==> src/rtl/reg_lock_scoreboard_pkg.sv <==
// reg_lock_scoreboard_pkg: shared sizes, types and FSM states for the register-lock scoreboard
package reg_lock_scoreboard_pkg;
  localparam int NUM_REGS = 32;
  localparam int NUM_OUTSTANDING = 4;
  localparam int MAX_OUTSTANDING = NUM_OUTSTANDING;
  typedef logic [NUM_REGS-1:0] locks_t;
  typedef logic [$clog2(NUM_REGS)-1:0] reg_idx_t;
  typedef logic [$clog2(NUM_OUTSTANDING+1)-1:0] lock_cnt_t;
  typedef enum logic {IDLE, BLOCK_WAIT} state_e;
endpackage

==> src/rtl/reg_lock_scoreboard_if.sv <==
// reg_lock_scoreboard_if: launch/writeback/lock bundle between launcher, commit path and scoreboard
interface reg_lock_scoreboard_if #(
  parameter int NUM_REGS = reg_lock_scoreboard_pkg::NUM_REGS,
  parameter int MAX_OUTSTANDING = reg_lock_scoreboard_pkg::MAX_OUTSTANDING
) ();
  logic launch_valid_i;
  logic launch_ready_o;
  logic [$clog2(NUM_REGS)-1:0] launch_rd_i;
  logic launch_blocking_i;
  logic wb_valid_i;
  logic [$clog2(NUM_REGS)-1:0] wb_rd_i;
  logic wb_blocking_i;
  logic [NUM_REGS-1:0] locks_o;
  logic [$clog2(MAX_OUTSTANDING+1)-1:0] outstanding_o;
  logic blocking_active_o;
`ifdef REG_LOCK_SCOREBOARD_ERR_EN
  logic err_o;
  modport slave (
    input launch_valid_i, launch_rd_i, launch_blocking_i, wb_valid_i, wb_rd_i, wb_blocking_i,
    output launch_ready_o, locks_o, outstanding_o, blocking_active_o, err_o
  );
  modport master (
    output launch_valid_i, launch_rd_i, launch_blocking_i, wb_valid_i, wb_rd_i, wb_blocking_i,
    input launch_ready_o, locks_o, outstanding_o, blocking_active_o, err_o
  );
`else
  modport slave (
    input launch_valid_i, launch_rd_i, launch_blocking_i, wb_valid_i, wb_rd_i, wb_blocking_i,
    output launch_ready_o, locks_o, outstanding_o, blocking_active_o
  );
  modport master (
    output launch_valid_i, launch_rd_i, launch_blocking_i, wb_valid_i, wb_rd_i, wb_blocking_i,
    input launch_ready_o, locks_o, outstanding_o, blocking_active_o
  );
`endif
endinterface

==> src/rtl/reg_lock_scoreboard_lock_counter.sv <==
// lock_counter: saturating up/down counter; simultaneous inc and dec cancel out
module lock_counter #(
  parameter int MAX = 4,
  parameter int W = $clog2(MAX + 1)
) (
  input  logic         clk_i,
  input  logic         arst_ni,
  input  logic         clear_i,
  input  logic         inc_i,
  input  logic         dec_i,
  output logic [W-1:0] cnt_o,
  output logic         nonzero_o,
  output logic         full_o
);
  logic [W-1:0] cnt_q, cnt_d;
  assign nonzero_o = cnt_q != '0;
  assign full_o = cnt_q == W'(MAX);
  assign cnt_o = cnt_q;
  always_comb
    cnt_d = clear_i ? '0 :
            (inc_i & ~dec_i & ~full_o) ? cnt_q + 1'b1 :
            (dec_i & ~inc_i & nonzero_o) ? cnt_q - 1'b1 : cnt_q;
  always_ff @(posedge clk_i or negedge arst_ni)
    if (!arst_ni) cnt_q <= '0;
    else cnt_q <= cnt_d;
endmodule

==> src/rtl/reg_lock_scoreboard.sv <==
// reg_lock_scoreboard: per-register lock vector for the launcher; all regs lock while a blocking op is in flight
// Optional sticky protocol-error output err_o when REG_LOCK_SCOREBOARD_ERR_EN is defined.
module reg_lock_scoreboard #(
  parameter int NUM_REGS = reg_lock_scoreboard_pkg::NUM_REGS,
  parameter int MAX_OUTSTANDING = reg_lock_scoreboard_pkg::MAX_OUTSTANDING
) (
  input logic clk_i,
  input logic arst_ni,
  input logic clear_i,
  reg_lock_scoreboard_if.slave bus
);
  import reg_lock_scoreboard_pkg::*;
  localparam int CW = $clog2(MAX_OUTSTANDING + 1);
  localparam int RW = $clog2(NUM_REGS);
  state_e state_q, state_d;
  logic active_q, active_d;
  logic [NUM_REGS-1:0] reg_nz, reg_full;
  logic [CW-1:0] tot_cnt;
  logic tot_nz, tot_full, idle, ready, fire, nb_fire, wb_nb, wb_blk;
  always_comb begin
    idle = state_q == IDLE;
    ready = active_q & idle & ~tot_full &
            (bus.launch_blocking_i ? ~tot_nz : ~reg_full[bus.launch_rd_i]);
    fire = bus.launch_valid_i & ready;
    nb_fire = fire & ~bus.launch_blocking_i;
    wb_nb = bus.wb_valid_i & ~bus.wb_blocking_i & idle;
    wb_blk = bus.wb_valid_i & bus.wb_blocking_i & ~idle;
    state_d = clear_i ? IDLE :
              (fire & bus.launch_blocking_i) ? BLOCK_WAIT :
              wb_blk ? IDLE : state_q;
    active_d = 1'b1;
  end
  always_ff @(posedge clk_i or negedge arst_ni)
    if (!arst_ni) begin
      state_q <= IDLE;
      active_q <= 1'b0;
    end else begin
      state_q <= state_d;
      active_q <= active_d;
    end
  // r0 has no counter: it never locks and never limits a launch
  assign reg_nz[0] = 1'b0;
  assign reg_full[0] = 1'b0;
  for (genvar r = 1; r < NUM_REGS; r++) begin : g_reg
    logic [CW-1:0] unused_cnt;
    lock_counter #(.MAX(MAX_OUTSTANDING), .W(CW)) u_cnt (
      .clk_i(clk_i),
      .arst_ni(arst_ni),
      .clear_i(clear_i),
      .inc_i(nb_fire && bus.launch_rd_i == RW'(r)),
      .dec_i(wb_nb && bus.wb_rd_i == RW'(r)),
      .cnt_o(unused_cnt),
      .nonzero_o(reg_nz[r]),
      .full_o(reg_full[r])
    );
  end
  lock_counter #(.MAX(MAX_OUTSTANDING), .W(CW)) u_total (
    .clk_i(clk_i),
    .arst_ni(arst_ni),
    .clear_i(clear_i),
    .inc_i(fire),
    .dec_i(wb_nb | wb_blk),
    .cnt_o(tot_cnt),
    .nonzero_o(tot_nz),
    .full_o(tot_full)
  );
  assign bus.launch_ready_o = ready;
  assign bus.blocking_active_o = ~idle;
  assign bus.outstanding_o = tot_cnt;
  assign bus.locks_o = {reg_nz[NUM_REGS-1:1] | {(NUM_REGS-1){~idle}}, 1'b0};
`ifdef REG_LOCK_SCOREBOARD_ERR_EN
  logic err_q, err_d, pend_q, pend_d;
  // a refused launch is only an error once the launcher withdraws it
  always_comb begin
    pend_d = ~clear_i & bus.launch_valid_i & ~ready;
    err_d = ~clear_i & (err_q |
            (wb_nb & ((bus.wb_rd_i != '0 && !reg_nz[bus.wb_rd_i]) | ~tot_nz)) |
            (bus.wb_valid_i & ~(bus.wb_blocking_i ^ idle)) |
            (pend_q & ~bus.launch_valid_i));
  end
  always_ff @(posedge clk_i or negedge arst_ni)
    if (!arst_ni) begin
      err_q <= 1'b0;
      pend_q <= 1'b0;
    end else begin
      err_q <= err_d;
      pend_q <= pend_d;
    end
  assign bus.err_o = err_q;
`endif
endmodule

==> src/flat_wrapper.sv <==
// flat-port wrapper written by rule: the top's interface ports become plain ports
module reg_lock_scoreboard_flat import reg_lock_scoreboard_pkg::*;
#(
  parameter int NUM_REGS = reg_lock_scoreboard_pkg::NUM_REGS,
  parameter int MAX_OUTSTANDING = reg_lock_scoreboard_pkg::MAX_OUTSTANDING
)
  (clk_i, arst_ni, clear_i, bus_launch_valid_i, bus_launch_rd_i, bus_launch_blocking_i, bus_wb_valid_i, bus_wb_rd_i, bus_wb_blocking_i, bus_launch_ready_o, bus_locks_o, bus_outstanding_o, bus_blocking_active_o);
  reg_lock_scoreboard_if #(.NUM_REGS(NUM_REGS), .MAX_OUTSTANDING(MAX_OUTSTANDING)) bus_i ();
  input logic clk_i;
  input logic arst_ni;
  input logic clear_i;
  input wire logic [$bits(bus_i.launch_valid_i)-1:0] bus_launch_valid_i;
  input wire logic [$bits(bus_i.launch_rd_i)-1:0] bus_launch_rd_i;
  input wire logic [$bits(bus_i.launch_blocking_i)-1:0] bus_launch_blocking_i;
  input wire logic [$bits(bus_i.wb_valid_i)-1:0] bus_wb_valid_i;
  input wire logic [$bits(bus_i.wb_rd_i)-1:0] bus_wb_rd_i;
  input wire logic [$bits(bus_i.wb_blocking_i)-1:0] bus_wb_blocking_i;
  output wire logic [$bits(bus_i.launch_ready_o)-1:0] bus_launch_ready_o;
  output wire logic [$bits(bus_i.locks_o)-1:0] bus_locks_o;
  output wire logic [$bits(bus_i.outstanding_o)-1:0] bus_outstanding_o;
  output wire logic [$bits(bus_i.blocking_active_o)-1:0] bus_blocking_active_o;
  assign bus_i.launch_valid_i = bus_launch_valid_i;
  assign bus_i.launch_rd_i = bus_launch_rd_i;
  assign bus_i.launch_blocking_i = bus_launch_blocking_i;
  assign bus_i.wb_valid_i = bus_wb_valid_i;
  assign bus_i.wb_rd_i = bus_wb_rd_i;
  assign bus_i.wb_blocking_i = bus_wb_blocking_i;
  assign bus_launch_ready_o = bus_i.launch_ready_o;
  assign bus_locks_o = bus_i.locks_o;
  assign bus_outstanding_o = bus_i.outstanding_o;
  assign bus_blocking_active_o = bus_i.blocking_active_o;
  reg_lock_scoreboard #(.NUM_REGS(NUM_REGS), .MAX_OUTSTANDING(MAX_OUTSTANDING)) u_core (.clk_i(clk_i), .arst_ni(arst_ni), .clear_i(clear_i), .bus(bus_i));
endmodule
==> config.mk <==
export PLATFORM = sky130hd
export DESIGN_NAME = reg_lock_scoreboard_flat
export DESIGN_NICKNAME = d
export VERILOG_FILES = /design/src/rtl/reg_lock_scoreboard_pkg.sv /design/src/rtl/reg_lock_scoreboard_if.sv /design/src/rtl/reg_lock_scoreboard_lock_counter.sv /design/src/rtl/reg_lock_scoreboard.sv /design/src/flat_wrapper.sv
export SDC_FILE = /design/constraint.sdc
export NUM_CORES = 1
export LEC_CHECK = 0
export CAP_MARGIN = 20
export CORE_MARGIN = 2
export CORE_UTILIZATION = 41
export DETAILED_ROUTE_END_ITERATION = 6
export MAX_ROUTING_LAYER = met4
export PLACE_DENSITY_LB_ADDON = 0.2
export SYNTH_ARGS = -nofsm -noshare
export SYNTH_HDL_FRONTEND = slang
export SYNTH_HIERARCHICAL = 1
export SYNTH_SLANG_ARGS = --single-unit
==> constraint.sdc <==
create_clock -name clk_i -period 7 [get_ports clk_i]
set_input_delay 0.7 -clock clk_i [delete_from_list [all_inputs] [get_ports clk_i]]
set_output_delay 0.7 -clock clk_i [all_outputs]
set_load 0.01 [all_outputs]
Word level (Yosys, flattened, before mapping) --
Index checks and enable logic that the tools add are counted.
Storage, ports and cells: bits of input ports 17, flip-flop bits (word level) 98, output and inout port bits 37
Cells by class: mux-type cells 102, equal/unequal tests 94, reductions and logical operators 127, bitwise logic cells 241, add/sub/neg operators 64, order comparisons 1
Operators by type and width (count):
- $mux 3 | 96
- $reduce_bool 3->1 | 65
- $eq 5x5->1 const B | 32
- $and 1x1->1 | 138
- $not 1->1 | 101
- $add 3x1->3 const B | 32
- $eq 3x3->1 const B | 32
- $sub 3x1->3 const B | 32
- $eq 5x4->1 const B | 16
- $logic_and 1x1->1 | 62
- $eq 5x3->1 const B | 8
- $or 31x31->31 | 1
- $eq 5x2->1 const B | 4
- $eq 5x1->1 const B | 2
- $lt 5x6->1 const B | 1
- $bmux 1 s5 | 1
- $mux 1 | 5
- $or 1x1->1 | 1

Depth between registers and ports, before layout --
depth in word-level cells 15, mapped depth 12, depth with buffers taken out 11

Cells and area by module --
Netlist, hierarchy kept.
By module, submodules not included:
- lock_counter | instances 32, area an instance 244.0 µm², sequential area each 75.1 µm², cells each 24
- reg_lock_scoreboard | instances 1, area an instance 1253.7 µm², sequential area each 50.0 µm², cells each 185

Least setup slack after synthesis --
OpenSTA, ideal clock, no wires.
kind input to register, from in bus_launch_rd_i[1], to reg u_core.g_reg[12].u_cnt.cnt_q[2], slack 3.563 ns, setup time 0.122 ns, arrival time 3.315 ns, required time 6.878 ns, stages on the path 10, cells stage by stage buf_6 > mux2_2 > a221oi_4 > o2111ai_2 > nor4_1 > nor3b_1 > fa_1 > nor3b_1 > and3_1 > a2111oi_1
On the way: cells in the longest elaborated chain, start to end 12, elaborated cells on any way between the ends 17, those cells by class 1 x eq/ne; 5 x mux; 9 x bitwise; 2 x reduce/logical
Ends and longest elaborated chain:
- start, declared | line flat_wrapper.sv:13 | input wire logic [$bits(bus_i.launch_rd_i)-1:0] bus_launch_rd_i;
- $bmux 1 s5 | line reg_lock_scoreboard.sv:23 | (bus.launch_blocking_i ? ~tot_nz : ~reg_full[bus.launch_rd_i]);
- $mux 1 (implied by the code) | line reg_lock_scoreboard.sv:23
- $not 1->1 | line reg_lock_scoreboard.sv:23
- $mux 1 | line reg_lock_scoreboard.sv:23
- $and 1x1->1 | line reg_lock_scoreboard.sv:22 | ready = active_q & idle & ~tot_full &
- $and 1x1->1 | line reg_lock_scoreboard.sv:24 | fire = bus.launch_valid_i & ready;
- $and 1x1->1 | line reg_lock_scoreboard.sv:25 | nb_fire = fire & ~bus.launch_blocking_i;
- $logic_and 1x1->1 * | line reg_lock_scoreboard.sv:50 | .inc_i(nb_fire && bus.launch_rd_i == RW'(r)),
- $and 1x1->1 or $not 1->1 (tied branches) | line reg_lock_scoreboard_lock_counter.sv:21, reg_lock_scoreboard_lock_counter.sv:22
- $and 1x1->1, on equally long branches | line reg_lock_scoreboard_lock_counter.sv:21, reg_lock_scoreboard_lock_counter.sv:22
- $mux 3 or $and 1x1->1 (tied branches) | line reg_lock_scoreboard_lock_counter.sv:21, reg_lock_scoreboard_lock_counter.sv:22
- $mux 3 or $reduce_bool 3->1 (tied branches)
- end signal, assigned | line reg_lock_scoreboard_lock_counter.sv:25 | else cnt_q <= cnt_d;
- end, declared | line reg_lock_scoreboard_lock_counter.sv:15 | logic [W-1:0] cnt_q, cnt_d;
Every way passes the cells marked *; elsewhere a longest branch is shown, timed or not. The select of a mux whose other input is x is not followed. A chain may end at the register's enable or synchronous reset.

Worst setup path after layout --
Ends and elaborated chain as after synthesis.

==> qor.csv <==
stage,metric,value,unit
placement,gp_congestion,0.8327,
critical_path,cp.required,7.23,ns
logic_synthesis,synth.area.top_cells,"dfrtp_1, fa_1, nor2_1",
logic_synthesis,synth_edf_count,0,
global_routing,grt.total_usage,19.81,%
logic_synthesis,netlist_area,9061,um^2
critical_path,arrival,4.83,ns
finish,drive_above_1_share,13.48,%
route,drtPass1Iterations,7,
critical_path,reg2regPathDepth,11,
critical_path,timing.rr.start,u_core/g_reg[1].u_cnt/cnt_o[1]$_DFFE_PN0P_,
power,power.switching,401.2,uW
sta,setup_tns,0,ns
finish,diodes,0,
logic_synthesis,yosysWarningCount,6,
sta,slew_headroom,33.98,%
clock_network,cts_max_path_buffers,2,
finish,mostFrequentLayoutCells,"nor2_1, dfrtp_1, nor3b_1",
critical_path,worst_setup_path_start_kind,primary input,
placement,dp_hpwl,15.67,mm
clock_network,holdBufCountCts,0,
power,p_int,929.4,uW
critical_path,path_max_fanout,21,
finish,layout_commonest_cell,nor2_1,
global_routing,grt_pass1_wl,36.64,mm
logic_synthesis,yosysTopAreaCell,dfrtp_1,
sta,period_needed,4.599,ns
power,share_seq_of_total_power,43.8,%
die,dieHeight,152.7,um
logic_synthesis,synth_cell_types,52,
clock_network,cts_root_buf,clkbuf_16,
die,start_util,41.65,%
logic_synthesis,ys_ff_latch,98,
finish,nets,1053,
route,avgViaCountPerCell,5.704,
placement,port_buffers,52,
status,status,finished clean,
sta,tightest_slew,0.9813,ns
finish,fillerInstances,2093,
run,maxCapViolCount,0,
global_routing,grt_pass1_vias,7129,
clock_network,htree_levels,3,
clock_network,clkSinkCount,98,
logic_synthesis,synth.top_cell.area_share,27.06,%
sta,drv_slew,0,
die,fp-row-count,54,
power,p_per_area,131.1,nW/um^2
sta,finalHoldViolCount,0,
sta,hold_ws,0.3016,ns
global_routing,grt-ovfl-total,0,
sta,rsz0062_at_grt,false,
logic_synthesis,syn-num-nets,1002,
route,routed_wl,21.93,mm
sta,finalSetupViolCount,0,
sta,skew,0.009222,ns
sta,min_period_over_period,65.70,%
die,dieArea,23310,um^2
route,drc,0,
power,clock_power_share,36.7,%
logic_synthesis,yosysSeqAreaShare,27.06,%
clock_network,postCtsSetupBuffers,0,
route,dr.first_iter.drc_count,414,
logic_synthesis,ys.flop_type,dfrtp_1,
clock_network,cts_resized,0,
die,coreArea,21760,um^2
clock_network,cts.reportedPaths.clkPinSlew,0.07,ns
clock_network,clk_latency,0.36,ns
logic_synthesis,syn_area_per_cell,9.508,um^2
route,vias,7353,
die,io_pins,54,
route,ant_nets,0,
logic_synthesis,async_flop_share,100.0,%
critical_path,rr_endpoint,u_core/g_reg[12].u_cnt/cnt_o[2]$_DFFE_PN0P_,
power,peakVddDrop,0.1020,mV
route,routedWlPerCell,17.01,um
global_routing,antenna_found_initial,0,
power,swShare,30.15,%
clock_network,cts_tree,built,
sta,max_freq,217.4,MHz
critical_path,critPathKind,primary input to flop,
global_routing,grt_max_degree,71,
critical_path,end_kind,flop,
finish,area_growth,12.04,%
die,die_w,152.7,um
logic_synthesis,netlist_instances,953,
power,p_comb_share,19.5,%
worst_hold_path,hp-class,primary input to async pin,
power,p_leak,0.004364,uW
critical_path,r2r_slack,2.86,ns
clock_network,numCtsBuffers,9,
cell type report:
type / count / area (um^2) / share of cell area (%)
Clock buffer: 9 / 225.2 / 2.218
Clock inverter: 7 / 53.80 / 0.5300
Inverter: 65 / 244.0 / 2.403
Multi-Input combinational cell: 773 / 6274 / 61.79
Sequential cell: 98 / 2452 / 24.16
Tap cell: 280 / 350.3 / 3.451
Timing Repair Buffer: 57 / 553.0 / 5.447
Yosys cell counts (3+ instances only):
library cell and number:
a2111oi_1 32, a2111oi_2 32, a211oi_1 33, and3_1 65
and3b_1 33, buf_6 3, clkbuf_1 10, dfrtp_1 98
fa_1 32, inv_1 65, mux2_2 4, mux4_1 4
nand2_1 11, nand2b_1 7, nand4_1 3, nor2_1 144
nor2b_1 4, nor3_1 5, nor3_2 9, nor3b_1 66
nor4_1 6, o211ai_1 32, o31ai_1 32, or2_1 32
or2_2 32, or3_1 32, xnor2_1 33, xor2_1 32
xor2_2 32
critical path: stages:
cell	delay [ns]
clkdlybuf4s50_1	0.46
buf_4	0.27
mux2_2	0.38
a221oi_1	0.40
o2111ai_2	0.54
nor4_1	0.93
nor3b_1	0.31
fa_1	0.22
nor3b_1	0.06
and3_1	0.20
a2111oi_1	0.35
kinds of logic after synthesis:
| group | share of synthesized area (%) |
|---|---|
| DFF | 27.06 |
| xor gates and xnor gates | 12.03 |
| muxes | 2.016 |
| adders and majority gates | 7.070 |
| and+or+nand+nor | 29.90 |
| buffers and inverters | 3.701 |
| other | 0.08288 |
| AOI/OAI and AO/OA | 18.14 |
metal layers:
metal  track usage (%)  up-vias  wire [um]
met4             4.586        0        321
li1                  -     3569          -
met3             3.470       20        656
met5                 -        -          0
met2             31.97      115      10310
met1             26.14     3649      10640
worst max-delay path by stage:
stage,from,to,slack (ns),depth (start not counted)
2_1_floorplan,bus_launch_rd_i[1],u_core/g_reg[12].u_cnt/cnt_o[2]$_DFFE_PN0P_,3.56,10
3_3_place_gp,bus_launch_rd_i[1],u_core/g_reg[12].u_cnt/cnt_o[2]$_DFFE_PN0P_,2.16,11
3_5_place_dp,bus_launch_rd_i[1],u_core/g_reg[12].u_cnt/cnt_o[2]$_DFFE_PN0P_,2.04,11
4_1_cts,bus_launch_rd_i[1],u_core/g_reg[12].u_cnt/cnt_o[2]$_DFFE_PN0P_,2.42,11
5_1_grt,bus_launch_rd_i[1],u_core/g_reg[4].u_cnt/cnt_o[2]$_DFFE_PN0P_,2.02,11
6_report,bus_launch_rd_i[1],u_core/g_reg[12].u_cnt/cnt_o[2]$_DFFE_PN0P_,2.40,11
power by group through the flow:
stage	logic [uW]	registers (uW)	clock network, uW
3_3_place_gp	261	594	0
5_1_grt	285	584	536
4_1_cts	263	583	510
2_1_floorplan	131	594	0
3_5_place_dp	262	593	0
6_report	260	583	488
through the flow:
step                      cell area (um^2)  utilization, %  total power, uW  worst slack (ns)  std cells
after global routing                 10150           46.66             1405             2.021       1289
after global placement                9873           45.38            854.6             2.161       1273
after detailed placement              9873           45.38            855.6             2.039       1273
after CTS                            10150           46.66             1355             2.415       1289
after floorplan                       9061               -            725.0             3.563        953
final                                10150           46.66             1331             2.401       1289
registers in the layout, summed over array words and instances, names as in the netlist:
register / cells
u_core/g.u_cnt/cnt_o: 93
u_core/u_total/cnt_o: 3
u_core/active_q: 1
u_core/bus.blocking_active_o: 1
Note: power is estimated with default switching activity, not from simulation.
